===== src/rtl/prog_loader_pkg.sv =====
// Shared loader/CPU definitions: byte and instruction widths, loader FSM encoding
// and small decode helpers used by the loader top.
package prog_loader_pkg;

  localparam int BYTE_W  = 8;
  localparam int INSTR_W = 16;
  localparam int LEN_W   = 16;
  localparam int CNT_W   = LEN_W + 1;

  typedef enum logic [2:0] {
    ST_IDLE   = 3'd0,
    ST_LEN_HI = 3'd1,
    ST_LEN_LO = 3'd2,
    ST_DAT_HI = 3'd3,
    ST_DAT_LO = 3'd4,
    ST_CHK    = 3'd5,
    ST_DONE   = 3'd6,
    ST_ERR    = 3'd7
  } ldr_state_e;

  // States in which a stream byte may be consumed.
  function automatic logic accepts_bytes(input ldr_state_e s);
    return (s == ST_LEN_HI) || (s == ST_LEN_LO) || (s == ST_DAT_HI) ||
           (s == ST_DAT_LO) || (s == ST_CHK);
  endfunction

  // A word count is usable when non-zero and no larger than the memory depth.
  function automatic logic len_valid(input logic [CNT_W-1:0] n, input int unsigned addr_w);
    logic [31:0] n_ext;
    n_ext = {{(32-CNT_W){1'b0}}, n};
    return (n_ext != 32'd0) && (n_ext <= (32'd1 << addr_w));
  endfunction

endpackage


===== src/rtl/prog_loader_word_packer.sv =====
// Assembles big-endian instruction words from the byte stream and keeps the
// running XOR of every word byte for the trailing checksum.
module prog_loader_word_packer
  import prog_loader_pkg::*;
(
  input  logic               clk,
  input  logic               rst,
  input  logic               clear_i,
  input  logic               hi_we_i,
  input  logic               lo_we_i,
  input  logic [BYTE_W-1:0]  byte_i,
  output logic [INSTR_W-1:0] word_o,
  output logic [BYTE_W-1:0]  chk_o
);

  logic [BYTE_W-1:0]  hi_q, hi_d;
  logic [INSTR_W-1:0] word_q, word_d;
  logic [BYTE_W-1:0]  chk_q, chk_d;

  always_comb begin
    hi_d   = hi_q;
    word_d = word_q;
    chk_d  = chk_q;
    if (clear_i) begin
      chk_d = '0;
    end
    if (hi_we_i) begin
      hi_d  = byte_i;
      chk_d = chk_q ^ byte_i;
    end
    if (lo_we_i) begin
      word_d = {hi_q, byte_i};
      chk_d  = chk_q ^ byte_i;
    end
  end

  // The assembled word is deliberately not cleared on a new load so the
  // memory data bus keeps its last value between writes.
  always_ff @(posedge clk) begin
    if (rst) begin
      hi_q   <= '0;
      word_q <= '0;
      chk_q  <= '0;
    end else begin
      hi_q   <= hi_d;
      word_q <= word_d;
      chk_q  <= chk_d;
    end
  end

  assign word_o = word_q;
  assign chk_o  = chk_q;

endmodule


===== src/rtl/prog_loader.sv =====
// Boot-time program loader: parses a length-prefixed, XOR-checksummed byte
// stream into instruction-memory writes while holding the CPU.
module prog_loader
  import prog_loader_pkg::*;
#(
  parameter int          ADDR_W    = 12,
  parameter int          DATA_W    = INSTR_W,
  parameter int unsigned BASE_ADDR = 0
) (
  input  logic              clk,
  input  logic              rst,
  input  logic              start,
  input  logic              in_valid,
  input  logic [BYTE_W-1:0] in_data,
  output logic              in_ready,
  output logic              mem_we,
  output logic [ADDR_W-1:0] mem_addr,
  output logic [DATA_W-1:0] mem_wdata,
  output logic              cpu_hold,
  output logic              done,
  output logic              err
);

  localparam logic [ADDR_W-1:0] BASE = ADDR_W'(BASE_ADDR);

  ldr_state_e        state_q, state_d;
  logic              in_ready_q, in_ready_d;
  logic              mem_we_q, mem_we_d;
  logic [ADDR_W-1:0] mem_addr_q, mem_addr_d;
  logic              cpu_hold_q, cpu_hold_d;
  logic              done_q, done_d;
  logic              err_q, err_d;
  logic [BYTE_W-1:0] len_hi_q, len_hi_d;
  logic [CNT_W-1:0]  len_q, len_d;
  logic [CNT_W-1:0]  idx_q, idx_d;

  logic               accept;
  logic               pk_clear, pk_hi_we, pk_lo_we;
  logic [INSTR_W-1:0] pk_word;
  logic [BYTE_W-1:0]  pk_chk;
  logic [CNT_W-1:0]   idx_inc;
  logic [CNT_W-1:0]   len_new;

  assign accept  = in_valid & in_ready_q;
  assign idx_inc = idx_q + CNT_W'(1);
  assign len_new = {1'b0, len_hi_q, in_data};

  always_comb begin
    state_d    = state_q;
    mem_we_d   = 1'b0;
    mem_addr_d = mem_addr_q;
    cpu_hold_d = cpu_hold_q;
    done_d     = done_q;
    err_d      = err_q;
    len_hi_d   = len_hi_q;
    len_d      = len_q;
    idx_d      = idx_q;
    pk_clear   = 1'b0;
    pk_hi_we   = 1'b0;
    pk_lo_we   = 1'b0;

    unique case (state_q)
      ST_IDLE, ST_DONE, ST_ERR: begin
        if (start) begin
          state_d    = ST_LEN_HI;
          idx_d      = '0;
          pk_clear   = 1'b1;
          done_d     = 1'b0;
          err_d      = 1'b0;
          cpu_hold_d = 1'b1;
        end
      end
      ST_LEN_HI: begin
        if (accept) begin
          len_hi_d = in_data;
          state_d  = ST_LEN_LO;
        end
      end
      ST_LEN_LO: begin
        if (accept) begin
          len_d = len_new;
          if (len_valid(len_new, ADDR_W)) begin
            state_d = ST_DAT_HI;
          end else begin
            state_d = ST_ERR;
            err_d   = 1'b1;
          end
        end
      end
      ST_DAT_HI: begin
        if (accept) begin
          pk_hi_we = 1'b1;
          state_d  = ST_DAT_LO;
        end
      end
      ST_DAT_LO: begin
        // The write strobe, address and packed word all appear on the next cycle.
        if (accept) begin
          pk_lo_we   = 1'b1;
          mem_we_d   = 1'b1;
          mem_addr_d = BASE + idx_q[ADDR_W-1:0];
          idx_d      = idx_inc;
          state_d    = (idx_inc == len_q) ? ST_CHK : ST_DAT_HI;
        end
      end
      ST_CHK: begin
        if (accept) begin
          if (in_data == pk_chk) begin
            state_d    = ST_DONE;
            done_d     = 1'b1;
            cpu_hold_d = 1'b0;
          end else begin
            state_d = ST_ERR;
            err_d   = 1'b1;
          end
        end
      end
      default: state_d = ST_IDLE;
    endcase

    in_ready_d = accepts_bytes(state_d);
  end

  // Reset wins over start and over any byte accepted on the same edge, which
  // also drops a write that would otherwise have been strobed next cycle.
  always_ff @(posedge clk) begin
    if (rst) begin
      state_q    <= ST_IDLE;
      in_ready_q <= 1'b0;
      mem_we_q   <= 1'b0;
      mem_addr_q <= BASE;
      cpu_hold_q <= 1'b1;
      done_q     <= 1'b0;
      err_q      <= 1'b0;
      len_hi_q   <= '0;
      len_q      <= '0;
      idx_q      <= '0;
    end else begin
      state_q    <= state_d;
      in_ready_q <= in_ready_d;
      mem_we_q   <= mem_we_d;
      mem_addr_q <= mem_addr_d;
      cpu_hold_q <= cpu_hold_d;
      done_q     <= done_d;
      err_q      <= err_d;
      len_hi_q   <= len_hi_d;
      len_q      <= len_d;
      idx_q      <= idx_d;
    end
  end

  prog_loader_word_packer u_word_packer (
    .clk     (clk),
    .rst     (rst),
    .clear_i (pk_clear),
    .hi_we_i (pk_hi_we),
    .lo_we_i (pk_lo_we),
    .byte_i  (in_data),
    .word_o  (pk_word),
    .chk_o   (pk_chk)
  );

  assign in_ready  = in_ready_q;
  assign mem_we    = mem_we_q;
  assign mem_addr  = mem_addr_q;
  assign mem_wdata = DATA_W'(pk_word);
  assign cpu_hold  = cpu_hold_q;
  assign done      = done_q;
  assign err       = err_q;

endmodule

===== config.mk =====
export PLATFORM = sky130hd
export DESIGN_NAME = prog_loader
export DESIGN_NICKNAME = d
export VERILOG_FILES = /design/src/rtl/prog_loader_pkg.sv /design/src/rtl/prog_loader_word_packer.sv /design/src/rtl/prog_loader.sv
export SDC_FILE = /design/constraint.sdc
export NUM_CORES = 1
export LEC_CHECK = 0
export CAP_MARGIN = 10
export CORE_UTILIZATION = 50
export CTS_BUF_LIST = sky130_fd_sc_hd__clkbuf_4 sky130_fd_sc_hd__clkbuf_8 sky130_fd_sc_hd__clkbuf_16
export CTS_CLUSTER_DIAMETER = 150
export CTS_CLUSTER_SIZE = 12
export DETAILED_ROUTE_END_ITERATION = 16
export GPL_TIMING_DRIVEN = 0
export PLACE_DENSITY = 0.71
export REMOVE_ABC_BUFFERS = 1
export SLEW_MARGIN = 20
export SYNTH_ARGS = -nofsm -noshare
export SYNTH_HDL_FRONTEND = slang
export SYNTH_HIERARCHICAL = 1
export SYNTH_SLANG_ARGS = --single-unit
export TNS_END_PERCENT = 10

===== constraint.sdc =====
create_clock -name clk -period 5.2 [get_ports clk]
set_input_delay 0.78 -clock clk [delete_from_list [all_inputs] [get_ports clk]]
set_output_delay 0.78 -clock clk [all_outputs]
set_load 0.1 [all_outputs]

==> results.py <==
metrics = {
    "clocking": {
        "postCtsSetupRepairBufs": 0,
        "clockRootBuffer": "clkbuf_8",
        "numCtsBuffers": 9,
        "clockBufferDepth": 2,
        "cts_tree": "done",
        "insertion_delay_ns": 0.36,
        "clock_sink_count": 93,
        "htree_levels": 3,
        "cts-hold-fix-buffers": 0,
        "cts_resized": 0,
        "path_clk_slew_ns": 0.09,
    },
    "detailed_routing": {
        "postRouteAntennaNets": 0,
        "wl_per_cell_um": 14.6,
        "drt-total-wl_um": 9470,
        "first_pass_iters": 4,
        "initialDrtViolationCount": 158,
        "route.detailed.drc": 0,
        "via_per_inst": 5.62,
        "vias": 3653,
    },
    "worst_setup_path": {
        "critPathLaunchType": "flop",
        "reg2reg_depth": 8,
        "cp.arrival_ns": 3.33,
        "r2r-end": "in_ready",
        "path_delay_family": "compound AO/OA/AOI/OAI gates",
        "crit_required_ns": 5.47,
        "crit_chain": "ha_1, nand3_4, or3_1, a2111o_1, a311oi_1, nand4_1, a211o_1, a221oi_2",
        "cp.buffers_inverters": 0,
        "crit_type": "reg2reg",
        "critical_path.max_stage_delay_ns": 0.48,
        "cp_max_fo": 10,
        "cpMaxStageDelayCell": "dfxtp_1",
        "ff2ff_setup_slack_ns": 2.14,
        "endpoint_kind": "flop",
        "regToRegStartpoint": "idx_q[0]",
    },
    "floorplan": {
        "io-pin-count": 45,
        "fp.dieH_um": 96.8,
        "die_x_um": 96.8,
        "rows": 34,
        "start_util_pct": 51.5,
        "coreArea_mm2": 0.00872,
        "fp.dieArea_mm2": 0.00936,
    },
    "logic_synthesis": {
        "synth_warnings": 6,
        "synthAdderAreaFrac_pct": 0.279,
        "synth_compound_area_share_pct": 12.3,
        "synth.avg_cell_area_um2": 8.77,
        "yosys.area.top_type": "dfxtp_1",
        "synth_area_mm2": 0.00449,
        "yosys.area.top_type_share_pct": 41.5,
        "synthDistinctLibCells": 56,
        "synth_top_family_by_area": "simple AND/OR/NAND/NOR gates",
        "synthMuxAreaShare_pct": 11.2,
        "synthXorXnorAreaFrac_pct": 7.41,
        "synth-edff-count": 0,
        "synth_seq_cells": 93,
        "syn_inst": 512,
        "async_flop_share_pct": 0,
        "synth-simple-area-share_pct": 22.4,
        "ys.flop_type": "dfxtp_1",
        "ys_seq_area_share_pct": 41.5,
        "synth_area_leaders": "dfxtp_1 (41%), mux2i_1 (11%), nor2_1 (6.6%)",
    },
    "pwr": {
        "p_per_area_mw_per_mm2": 278,
        "leakagePower_nw": 1.70,
        "ir_drop_uv": 223,
    },
    "sta": {
        "worst_slew_pin_slew_ns": 0.986,
        "fin_skew_ns": 0.0109,
        "max_freq_ghz": 0.326,
        "period_minus_slack_ns": 3.06,
        "setup_tns_ns": 0,
        "rsz0062_at_grt": "false",
        "final-hold-violation-count": 0,
        "slew_headroom_pct": 34.0,
        "fin_crit_sh_pct": 58.9,
        "finalMaxSlewViolations": 0,
        "fin_ws_ns": 2.14,
        "finalSetupViolCount": 0,
    },
    "layout": {
        "post-route-cell-area_mm2": 0.00516,
        "drive_above_1_share_pct": 6.64,
        "num-nets-final": 551,
        "diodes": 0,
        "areaGrowthSynthToFinish_pct": 14.9,
        "final_util_pct": 59.2,
        "nFillCells": 780,
    },
    "min_path": {
        "hold_path.startpoint": "mem_addr[8]",
        "whs_path_depth": 2,
        "hold_end": "mem_addr[8]",
        "holdCritPathClass": "reg2reg",
    },
    "grt": {
        "grt_max_degree": 51,
        "gr-total-overflow": 0,
        "grt_pass1_vias": 3519,
        "track_usage_pct": 21.2,
        "antenna_found_initial": 0,
        "grt_pass1_wl_um": 16600,
    },
    "place": {
        "io_buffer_count": 44,
        "place_congestion": 0.863,
        "place_area_mm2": 0.00494,
        "hpwl_um": 6650,
        "dpl_worst_slack_ns": 1.91,
    },
    "run_status": {
        "outcome": "finished, final reports clean",
    },
    "flow_run": {
        "max_cap_viol_count": 0,
    },
}
registers in the layout, summed over array words and instances (netlist names), 3 cells and up:
register	cells
len_q	16
u_word_packer/word_o	16
u_word_packer/chk_o	8
mem_addr	12
u_word_packer/hi_q	8
state_q	3
idx_q	17
len_hi_q	8
per-layer routing:
| metal | track usage [%] | part of all wire, % | vias to the layer above |
|---|---|---|---|
| met5 | 0 | 0 | - |
| met4 | 4.13 | 1.2 | 0 |
| met3 | 4.77 | 3.9 | 10 |
| met2 | 36.5 | 48 | 77 |
| met1 | 27.3 | 47 | 1728 |
| li1 | - | - | 1838 |
metrics by stage:
step / hold slack (ns) / instances / power [W]
finish: 0.455 / 650 / 0.00143
global route: 0.478 / 650 / 0.00150
CTS: 0.459 / 650 / 0.00145
detailed placement: 0.446 / 635 / 0.000925
global placement: 0.441 / 630 / 0.000919
floorplan: 0.453 / 478 / 0.000864
layout by cell type, fill, tap and decap left out, drive strengths merged, types with 4 or more instances in the layout:
cell           count
o21ai             26
inv                6
nor4              11
nand4              9
nand3             10
clkbuf             9
nand3b             9
nor2b              4
a21oi             35
xor2              14
nor2              80
xnor2             24
clkdlybuf4s50     43
nand2             45
a311oi             5
nor3              10
dfxtp             93
a21boi             4
nor3b              4
mux2i             49
and2               4
buf                6
how the worst max path moves through the flow:
stage	startpoint	endpoint	slack [ns]	depth (start not counted)
4_1_cts	idx_q[0]	in_ready	2.16	8
6_report	idx_q[0]	in_ready	2.14	8
2_1_floorplan	in_ready	in_ready	1.27	5
5_1_grt	idx_q[0]	in_ready	1.96	8
3_3_place_gp	in_valid	in_ready	-0.13	6
3_5_place_dp	in_data[0]	in_ready	1.91	8
tightest hold or removal path, cell delays in order (launching register included):
cell	delay, ns
dfxtp_1	0.31
nand2_1	0.05
a21oi_1	0.05
area by class of cell:
class	instances	area, um2	share of cell area (%)
clock buffer	9	124	2.40
clock inverter	6	93.8	1.82
inverter	5	20.0	0.388
multi-input combinational	380	2420	46.9
sequential	93	1860	36.1
tap	108	135	2.62
timing repair buffer	49	504	9.77
where the power goes:
group / internal [W] / total, W / switching (W)
registers: 0.000723 / 0.000739 / 0.0000159
logic: 0.0000591 / 0.000170 / 0.000111
clock network: 0.000272 / 0.000524 / 0.000252
total: 0.00105 / 0.00143 / 0.000379
Yosys cell counts (8+ instances only):
| master | count |
|---|---|
| nand4_1 | 8 |
| nor4_1 | 10 |
| nand2_1 | 45 |
| xor2_1 | 14 |
| xnor2_1 | 24 |
| nor2_1 | 79 |
| nand3_1 | 9 |
| nor3_1 | 10 |
| a21oi_1 | 35 |
| o21ai_0 | 22 |
| nand3b_1 | 9 |
| clkbuf_1 | 20 |
| dfxtp_1 | 93 |
| mux2i_1 | 49 |
cells by family after synthesis:
family,after synthesis
flip-flops,93
adder cells (fa/ha/maj),1
XOR/XNOR,38
AO/OA/AOI/OAI,89
buffers and inverters,39
multiplexers,50
AND/OR/NAND/NOR,202
Power figures use the tool's default switching activity.
==> variant, RTL diff (same settings) <==
Put one more register stage on the output `err`, with the module's reset. The value now appears one clock later. The other outputs are not delayed to match.
--- a/src/rtl/prog_loader.sv
+++ b/src/rtl/prog_loader.sv
@@ -166,6 +166,12 @@
   assign mem_wdata = DATA_W'(pk_word);
   assign cpu_hold  = cpu_hold_q;
   assign done      = done_q;
-  assign err       = err_q;
+  always_ff @(posedge clk) begin
+    if (rst) begin
+      err <= '0;
+    end else begin
+      err <= err_q;
+    end
+  end
 
 endmodule
Behaviour: not the same (Yosys sat finds a counterexample within 4 cycles, from zero or initial values and one cycle with rst high).
==> variant against the original RTL <==
  * Area after synthesis rose by 3.0%
  * Global-route usage down 0.34 points
  * Wire length is 0.51% lower
  * Cell area is 0.34% lower
  * Sequential cell count grew 1
  * Critical path depth shrank 1
  * Worst setup slack got worse by 370 ps
  * Worst hold slack barely moved
  * Critical path type is now in -> reg
  * Critical endpoint is now idx_q[8]$_SDFFE_PP0P_
Power is not compared: it rests on default switching activity, and its combinational part moved more than twofold at a synthesized area within 25%.
==> variant: results (changes against the original RTL) <==
| Metric | Value |
|---|---|
| Synth top area cells | `dfxtp_1, mux2i_1, a21oi_1` |
| CTS root buf | `clkbuf_8` |
| First-pass GRT wire length | `16300 µm (-1.6%)` |
| I/O Buffers | `44 (unchanged)` |
| CP top delay family | `simple AND/OR/NAND/NOR gates` |
| Layout cells sized above 1 | `7.32% (+0.68 points)` |
| DPL Wire Length | `6200 µm (-6.8%)` |
| Worst Hold Class | `reg -> reg` |
| Met2 usage | `33.9% (-2.6 points)` |
| # fillers | `829 (+6.3%)` |
| Worst-path maximum fanout | `47 (+37)` |
| Drt first pass iters | `6 (+2)` |
| Slowest cell delay on critical path | `850 ps (+370 ps)` |
| Leak pwr | `around 1.7 nW` |
| Synth Instances | `535 (+4.5%)` |
| Clock slew at reported path FFs | `90 ps (about the same)` |
| GRT Resource Usage Total | `20.9% (-0.34 points)` |
| Final nets | `568 (+3.1%)` |
| Sequential area share after synthesis | `40.7% (-0.77 points)` |
| GP Congestion | `0.831 (-3.7%)` |
| Vias in the first global route | `3433 (-2.4%)` |
| Netlist cell types | `57 (+1.8%)` |
| Worst-Margin Slew | `1070 ps (+79.9 ps)` |
| Post-synth top cells | `dfxtp_1, nand2_1, nor2_1, a21oi_1, mux2i_1` |
| M1 GR Usage | `26.8% (-0.43 points)` |
| Drt via density | `5.54 (-1.4%)` |
| Status | `complete, no violations` |
| 1st-iter DRT viols | `196 (+24%)` |
| Placed Cells | `652 (+2.7%)` |
| Hold_ws | `455 ps (+0.135 ps)` |
| Wirelength per Cell | `14.1 µm (-3.2%)` |
| Largest net degree at the start of global routing | `67 (+31%)` |
| Dpl cell area | `0.00496 mm² (+0.33%)` |
| Wl on met1 | `4440 µm (-0.80%)` |
| Clock skew | `12.2 ps (+1.37 ps)` |
| Post_cts resized | `0 (unchanged)` |
| Worst path slowest cell | `nor2_1` |
| Routed wl met3 | `362 µm (-1.4%)` |
| Wire length on met2 | `4450 µm (-1.5%)` |
| Dpl ws | `1350 ps (-560 ps)` |
| Grt met3 use | `4.44% (-0.33 points)` |
| Final cell count without fillers | `668 (+2.8%)` |
| CP arrival | `3740 ps (+410 ps)` |
variant: changes by cell type after synthesis, moves of 4 or more:
cell / change
a21boi_0: -4
a21oi_1: +25
a311oi_1: -5
buf_6: +6
clkbuf_1: -6
mux2i_1: -13
nand2_1: +33
nor2_1: -18
o21ai_0: -5
xnor2_1: -7
xor2_1: +8
variant: cell families after synthesis:
group,Yosys count,share of synthesized area (%)
XOR/XNOR,39,7.39
multiplexers,38,8.44
adder cells (fa/ha/maj),1,0.271
AND/OR/NAND/NOR,220,24.0
flip-flops,94,40.7
buffers and inverters,44,6.74
AO/OA/AOI/OAI,99,12.4
variant: cell type report:
cell class / instances / area [µm²] / share of cell area, %
Sequential cell: 94 / 1880 / 36.6
Timing Repair Buffer: 47 / 484 / 9.42
Tap cell: 108 / 135 / 2.63
Multi-Input combinational cell: 397 / 2430 / 47.3
Inverter: 6 / 22.5 / 0.438
Clock inverter: 6 / 46.3 / 0.900
Clock buffer: 10 / 138 / 2.68
variant: final timing paths:
kind / start / to / slack, ps / depth (start not counted)
hold reg to reg: mem_addr[10]$_SDFFE_PP0P_ / mem_addr[10]$_SDFFE_PP0P_ / 460 / 2
setup / recovery: in_valid / idx_q[8]$_SDFFE_PP0P_ / 1760 / 7
hold / removal: mem_addr[10]$_SDFFE_PP0P_ / mem_addr[10]$_SDFFE_PP0P_ / 460 / 2
setup reg to reg: state_q[1]$_SDFF_PP0_ / idx_q[8]$_SDFFE_PP0P_ / 1790 / 6
variant: worst register-to-register path: stages (launching register included):
cell	delay (ps)
dfxtp_1	690
nand2b_1	220
or2_2	570
inv_2	610
nor2_1	870
o21ai_0	220
a21oi_1	160
